`src/rtl/mosq_alarm.sv`:
```
// rtl/mosq_alarm.sv - mosquito alarm: input sync, persistence/hold-off FSM, beep cadence, tone, event counter
module mosq_alarm #(
    parameter int ON_CNT    = 64,
    parameter int HOLD_CNT  = 8000,
    parameter int TONE_HALF = 31250,
    parameter int BEEP_ON   = 1600,
    parameter int BEEP_OFF  = 1600
) (
    input  logic       clk,
    input  logic       rst,
    input  logic       smp_en,
    input  logic       is_mosq_in,
    input  logic       mute,
    output logic       alarm,
    output logic       buzz,
    output logic       pb_gate,
    output logic [7:0] det_count
);

    localparam int SMAX = (ON_CNT > HOLD_CNT) ? ON_CNT : HOLD_CNT;
    localparam int SW   = $clog2(SMAX + 1);
    localparam int BMAX = (BEEP_ON > BEEP_OFF) ? BEEP_ON : BEEP_OFF;
    localparam int BW   = $clog2(BMAX + 1);
    localparam int TW   = $clog2(TONE_HALF + 1);

    typedef logic [SW-1:0] scnt_t;
    typedef logic [BW-1:0] bcnt_t;
    typedef logic [TW-1:0] tcnt_t;

    localparam scnt_t ON_LAST   = scnt_t'(ON_CNT - 1);
    localparam scnt_t HOLD_LAST = scnt_t'(HOLD_CNT - 1);
    localparam bcnt_t BON_LAST  = bcnt_t'(BEEP_ON - 1);
    localparam bcnt_t BOFF_LAST = bcnt_t'(BEEP_OFF - 1);
    localparam tcnt_t TONE_LAST = tcnt_t'(TONE_HALF - 1);

    typedef enum logic [1:0] {
        S_IDLE  = 2'd0,
        S_ARM   = 2'd1,
        S_ALARM = 2'd2,
        S_HOLD  = 2'd3
    } state_t;

    logic   sync_q1, sync_q2;
    logic   det;
    state_t state_q, state_d;
    scnt_t  scnt_q, scnt_d;
    logic   enter_alarm;
    logic   alarm_q, alarm_d;
    logic [7:0] det_count_q;
    logic   beep_off_q, beep_off_d;
    bcnt_t  bcnt_q, bcnt_d;
    logic   tone_q, tone_d;
    tcnt_t  tcnt_q, tcnt_d;
    logic   buzz_q, buzz_d;

    assign det = sync_q2;

    // two-flop synchroniser for the asynchronous detector flag, runs every clk
    always_ff @(posedge clk) begin
        if (!rst) begin
            sync_q1 <= 1'b0;
            sync_q2 <= 1'b0;
        end else begin
            sync_q1 <= is_mosq_in;
            sync_q2 <= sync_q1;
        end
    end

    // persistence / hold-off next state, evaluated only on sample strobes
    always_comb begin
        state_d     = state_q;
        scnt_d      = scnt_q;
        enter_alarm = 1'b0;
        if (smp_en) begin
            case (state_q)
                S_IDLE: begin
                    if (det) begin
                        if (ON_CNT == 1) begin
                            state_d     = S_ALARM;
                            scnt_d      = '0;
                            enter_alarm = 1'b1;
                        end else begin
                            state_d = S_ARM;
                            scnt_d  = scnt_t'(1);
                        end
                    end
                end
                S_ARM: begin
                    if (!det) begin
                        state_d = S_IDLE;
                        scnt_d  = '0;
                    end else if (scnt_q == ON_LAST) begin
                        state_d     = S_ALARM;
                        scnt_d      = '0;
                        enter_alarm = 1'b1;
                    end else begin
                        scnt_d = scnt_q + 1'b1;
                    end
                end
                S_ALARM: begin
                    if (!det) begin
                        if (HOLD_CNT == 1) begin
                            state_d = S_IDLE;
                            scnt_d  = '0;
                        end else begin
                            state_d = S_HOLD;
                            scnt_d  = scnt_t'(1);
                        end
                    end
                end
                S_HOLD: begin
                    if (det) begin
                        state_d = S_ALARM;
                        scnt_d  = '0;
                    end else if (scnt_q == HOLD_LAST) begin
                        state_d = S_IDLE;
                        scnt_d  = '0;
                    end else begin
                        scnt_d = scnt_q + 1'b1;
                    end
                end
                default: begin
                    state_d = S_IDLE;
                    scnt_d  = '0;
                end
            endcase
        end
        alarm_d = (state_d == S_ALARM) || (state_d == S_HOLD);
    end

    // FSM state, alarm level and saturating entry counter
    always_ff @(posedge clk) begin
        if (!rst) begin
            state_q     <= S_IDLE;
            scnt_q      <= '0;
            alarm_q     <= 1'b0;
            det_count_q <= 8'd0;
        end else begin
            state_q <= state_d;
            scnt_q  <= scnt_d;
            alarm_q <= alarm_d;
            if (enter_alarm && (det_count_q != 8'hFF)) begin
                det_count_q <= det_count_q + 1'b1;
            end
        end
    end

    // beep cadence, tone generator and buzzer drive next values
    always_comb begin
        beep_off_d = beep_off_q;
        bcnt_d     = bcnt_q;
        tone_d     = tone_q;
        tcnt_d     = tcnt_q;
        if (!alarm_q) begin
            beep_off_d = 1'b0;
            bcnt_d     = '0;
        end else if (smp_en) begin
            if (beep_off_q ? (bcnt_q == BOFF_LAST) : (bcnt_q == BON_LAST)) begin
                beep_off_d = ~beep_off_q;
                bcnt_d     = '0;
            end else begin
                bcnt_d = bcnt_q + 1'b1;
            end
        end
        if (!alarm_q || beep_off_q) begin
            tone_d = 1'b0;
            tcnt_d = '0;
        end else if (tcnt_q == TONE_LAST) begin
            tone_d = ~tone_q;
            tcnt_d = '0;
        end else begin
            tcnt_d = tcnt_q + 1'b1;
        end
        // gate with the upcoming phase/alarm so buzz is silent for the whole beep-off phase
        buzz_d = tone_q & ~beep_off_d & alarm_d & ~mute;
    end

    // cadence, tone and buzzer registers
    always_ff @(posedge clk) begin
        if (!rst) begin
            beep_off_q <= 1'b0;
            bcnt_q     <= '0;
            tone_q     <= 1'b0;
            tcnt_q     <= '0;
            buzz_q     <= 1'b0;
        end else begin
            beep_off_q <= beep_off_d;
            bcnt_q     <= bcnt_d;
            tone_q     <= tone_d;
            tcnt_q     <= tcnt_d;
            buzz_q     <= buzz_d;
        end
    end

    assign alarm     = alarm_q;
    assign pb_gate   = alarm_q;
    assign buzz      = buzz_q;
    assign det_count = det_count_q;

endmodule

```
`config.mk`:
```
export PLATFORM = sky130hd
export DESIGN_NAME = mosq_alarm
export DESIGN_NICKNAME = d
export VERILOG_FILES = /design/src/rtl/mosq_alarm.sv
export SDC_FILE = /design/constraint.sdc
export NUM_CORES = 1
export LEC_CHECK = 0
export CORE_ASPECT_RATIO = 0.75
export CORE_MARGIN = 2
export CORE_UTILIZATION = 52
export CTS_BUF_LIST = sky130_fd_sc_hd__clkbuf_4 sky130_fd_sc_hd__clkbuf_8 sky130_fd_sc_hd__clkbuf_16
export DETAILED_ROUTE_END_ITERATION = 6
export MAX_ROUTING_LAYER = met4
export PLACE_DENSITY = 0.73
export REMOVE_ABC_BUFFERS = 1
export SETUP_SLACK_MARGIN = 0.1
export SYNTH_ARGS = -nofsm -noshare
export SYNTH_HDL_FRONTEND = slang
export SYNTH_SLANG_ARGS = --single-unit
```
`constraint.sdc`:
```
create_clock -name clk -period 1.8 [get_ports clk]
set_clock_uncertainty 0.2 [all_clocks]
set_input_delay 0.45 -clock clk [delete_from_list [all_inputs] [get_ports clk]]
set_output_delay 0.45 -clock clk [all_outputs]
set_load 0.02 [all_outputs]
```
# Word level (Yosys, flattened, before mapping)
# Index checks and enable logic that the tools add are counted.
[word_totals]
reg_bits = 55
in_bits = 5
out_inout_bits = 11
wordCells = 67
[op_classes]
addsub = 4
n_eq_ne = 12
muxes = 23
bitwise = 8
n_reduce_logical = 9
[ops]
columns = ["operator", "n"]
rows = [
  ["$mux W13", 6],
  ["$pmux W13 S4", 1],
  ["$add A15 B1 Y15 const B", 1],
  ["$eq A15 B15 Y1 const B", 1],
  ["$mux W2", 7],
  ["$add A13 B1 Y13 const B", 1],
  ["$eq A13 B13 Y1 const B", 1],
  ["$eq A13 B6 Y1 const B", 1],
  ["$add A11 B1 Y11 const B", 1],
  ["$eq A11 B11 Y1 const B", 1],
  ["$mux W11", 1],
  ["$add A8 B1 Y8 const B", 1],
  ["$eq A2 B2 Y1 const B", 4],
  ["$ne A8 B8 Y1 const B", 1],
  ["$pmux W2 S4", 1],
  ["$mux W1", 7],
  ["$not A1 Y1", 5],
  ["$ne A2 B2 Y1 const B", 2],
  ["$and A1 B1 Y1", 3],
  ["$reduce_and A3 Y1", 1],
  ["$reduce_or A3 Y1", 1],
  ["$eq A2 B1 Y1 const B", 1],
  ["$logic_not A2 Y1", 1],
  ["$logic_or A1 B1 Y1", 2],
  ["4 further kinds", 4],
]

# Longest topological paths before layout
[logic_depth]
word_depth = 9
ltp_mapped = 8
ltp_nobuf = 6

# Worst setup path before layout
# Ideal clock, no wire load.
[synth_path]
path_type = "reg2reg"
startpoint = "register scnt_q[10]"
endpoint = "register det_count_q[4] (netlist: det_count[4])"
arrival_ns = 1.682
path_slack_ns = -0.198
stages_incl_launch_ff = 7
path_buffers = 1
cell_sequence = "dfxtp_1 -> or4_4 -> nor4b_4 -> and3_1 -> buf_6 -> a21oi_1 -> a31o_2"
[synth_between]
elab_chain_cells = 6
[synth_rtl]
columns = ["element", "line_no", "source"]
rows = [
  ["start: declaration", "46", "scnt_t scnt_q, scnt_d;"],
  ["start signal: assignment", "140", "scnt_q <= scnt_d;"],
  ["$eq A13 B6 Y1", "92", "end else if (scnt_q == ON_LAST) begin"],
  ["$mux W1", "92", ""],
  ["$mux W1", "89", "if (!det) begin"],
  ["$mux W1", "75", "case (state_q)"],
  ["$mux W1", "74", "if (smp_en) begin"],
  ["$logic_and A1 B1 Y1", "142", "if (enter_alarm && (det_count_q != 8'hFF)) begin"],
  ["end signal: assignment", "143", "det_count_q <= det_count_q + 1'b1;"],
  ["end: declaration", "49", "logic [7:0] det_count_q;"],
]
# Every way passes these cells.
# A chain may end at the register's enable or synchronous reset.

# Worst setup path in the final report
[layout_path]
startpoint = "register scnt_q[9]"
endpoint = "register det_count_q[0] (netlist: det_count[0])"
# The elaborated chain is that of the path after synthesis.

==> metrics.yaml <==
status:
  status: "finished with violations"
  violations: "setup timing"
worst_setup_path:
  worstPathMaxFanout: 3
  critical-path-top-delay-family: "simple AND/OR/NAND/NOR gates"
  crit_type: "reg -> reg"
  path_cells: "or4_4 -> nor4b_4 -> and3_4 -> buf_6 -> buf_4 -> xnor2_2 -> nor2_1"
  crit_buf_inv: 2
  cp_slowest_stage_delay_ns: 0.57
  critical_path_required_ns: 1.81
  crit_path_start_kind: "register"
  cp-end-kind: "register"
  slowest_stage: "or4_4"
  cp.arrival_ns: 2.16
power_and_ir_drop:
  power_density_nw_per_um2: 524.3
  power_frac_clock_pct: 36.1
  power.total_mw: 2.069
  irDropWorstVdd_uv: 368.1
  p_switching_mw: 0.4861
  pwr-share-seq_pct: 59.2
  comb_power_share_pct: 4.7
  p_leak_nw: 1.459
  p_int_mw: 1.583
  switching_share_pct: 23.49
layout:
  finish.utilization_pct: 79.65
  final_cell_mix: "65 x buf_4, 43 x dfxtp_1, 32 x nand2_1, 21 x nor2_1, 16 x nor2_4"
  final_nets: 411
  final_common_cell: "buf_4"
  stdcell_area_um2: 3946
  n_antenna_cell: 0
  synthToLayoutAreaGrowth_pct: 46.09
  fill_cells: 307
  fin_cells: 462
  drive_gt1_share_pct: 42.29
place:
  io_buffer_count: 15
  place_ws_ns: -0.5873
  place_area_um2: 3358
  dp_hpwl_mm: 4.440
  dp.cells: 445
  place_congestion: 0.8958
yosys:
  yosysWarnings: 0
  synth-adder-area-share_pct: 2.316
  synth_xor_xnor_area_share_pct: 8.754
  yosysSeqAreaShare_pct: 40.76
  synth_flop_cell: "dfxtp_1"
  synth-compound-area-share_pct: 10.05
  post_synth.cell_area_avg_um2: 8.549
  synth_top_family_by_area: "simple AND/OR/NAND/NOR gates"
  netlist_instances: 316
  synth_cell_types: 51
  synth_edf_count: 0
  synth.area.mux_share_pct: 1.899
  synth_area_um2: 2701
  synthArstFlopShare_pct: 0
  yosys_register_bits: 55
  synthSimpleGateAreaFrac_pct: 32.47
clock_network:
  cts_tree: "built"
  cts_max_level: 2
  cts-buffers-inserted: 5
  root_buffer: "clkbuf_8"
  clock_sinks: 55
  clk_path_buf_depth: 2
  clock_latency_ns: 0.32
  clk_pin_slew_ns: 0.10
  holdBufCountCts: 0
global_route:
  grt_first_pass_wirelength_mm: 11.05
  grt_use_total_pct: 24.89
  grt_pass1_vias: 2441
  grt_max_degree: 18
  gr-total-overflow: 0
  antenna_found_initial: 0
sta:
  maxSlewHeadroom_pct: 57.57
  tightestPinTransition_ns: 0.6316
  setup_violations: 25
  rsz0062_at_grt: "yes"
  post-route-period-util_pct: 119.7
  setup_slack_ns: -0.3548
  hold_viol: 0
  min_period_ns: 2.155
  fmax_ghz: 0.4641
  drv_slew: 0
detailed_routing:
  dr_total_vias: 2588
  final_antenna_net_count: 0
  avgViaCountPerCell: 5.602
  first_pass_iters: 4
  wl_mm: 7.339
  drt-wirelength-per-cell_um: 15.89
  first_iter_violations: 229
  drc: 0
die:
  die_area_um2: 5793
  initial_utilization_pct: 54.52
  ioPinCount: 16
  die_w_um: 87.23
  rows: 22
  core_um2: 4955
  die_h_um: 66.42
min_path:
  worstHoldPathType: "reg -> reg"
run:
  cap_violations: 0
-- routing by layer --
layer	track usage, %	up-vias	wire length, um
li1	-	1288	-
met1	32.75	1222	3413
met2	40.46	67	3495
met3	4.744	11	343
met4	4.808	0	87
met5	-	-	0
-- flip-flops by register name, summed over array words and instances, names as in the netlist, 2 cells and up --
signal,cells
tcnt_q,15
det_count,8
scnt_q,13
state_q,2
bcnt_q,11
-- metrics by stage --
step / hold WS (ns) / TNS (ns)
4_1_cts: 0.2482 / -4.049
3_5_place_dp: 0.2225 / -17.16
6_report: 0.2494 / -5.747
3_3_place_gp: 0.2169 / -14.96
2_1_floorplan: 0.2118 / -6.967
5_1_grt: 0.2728 / -7.983
-- kinds of logic after synthesis --
group / count (synthesis)
buffers and inverters: 20
DFF: 55
and+or+nand+nor: 160
AOI/OAI and AO/OA: 44
xor gates and xnor gates: 27
muxes: 5
adders and majority gates: 5
-- power groups by stage --
| stage | combinational (mW) | sequential, mW | clock [mW] |
|---|---|---|---|
| after global placement | 0.0883 | 1.25 | 0 |
| final | 0.0979 | 1.22 | 0.747 |
| after CTS | 0.0911 | 1.22 | 0.753 |
| after detailed placement | 0.0885 | 1.25 | 0 |
| after floorplan | 0.0300 | 1.25 | 0 |
| after global routing | 0.105 | 1.22 | 0.811 |
-- synthesized netlist by cell type, types with 4 or more instances --
cell type	n	area, um^2
and4_1	5	43.79
xnor2_1	15	131.4
clkbuf_1	7	26.28
and2_1	8	50.05
nor4b_1	4	35.03
nor2_1	41	153.9
nand4_1	11	68.82
and3_1	5	31.28
nor3_1	8	40.04
inv_1	5	18.77
nor4_1	6	37.54
xor2_1	12	105.1
ha_1	5	62.56
nand3_1	17	85.08
mux2i_1	4	40.04
nand2_1	33	123.9
a21oi_1	11	55.05
o21ai_0	15	75.07
dfxtp_1	55	1101
a31oi_1	6	37.54
-- worst register-to-register path: stages, from the launching register on --
cell	delay, ns
dfxtp_2	0.33
or4_4	0.57
nor4b_4	0.30
and3_4	0.26
buf_6	0.11
buf_4	0.11
xnor2_2	0.10
nor2_1	0.06
-- repair_timing --
action	4_1_cts	5_1_grt
endpoints found under the hold margin	0	0
resized for setup	58	85
pin swaps	12	35
buffers inserted	1	8
gates cloned	2	0
setup endpoints to repair	64	59
-- area by class of cell --
class	instances	area, um^2	share of cell area (%)
multi-input cells	242	1877	47.56
clock buffers	6	82.58	2.093
well taps	60	75.07	1.902
inverters	6	22.52	0.5707
clock inverters	2	16.27	0.4122
flip-flops and latches	55	1116	28.28
repair buffers	91	757.0	19.18
-- path summary, 6_finish.rpt --
check	cells past startpoint	endpoint	slack, ns	startpoint
worst max-delay path	7	det_count[0]	-0.35	scnt_q[9]
worst min-delay path	1	det	0.25	sync_q1
worst max register to register	7	det_count[0]	-0.35	scnt_q[9]
worst min register to register	1	det	0.25	sync_q1
No activity file was read; power rests on OpenSTA's default activity.
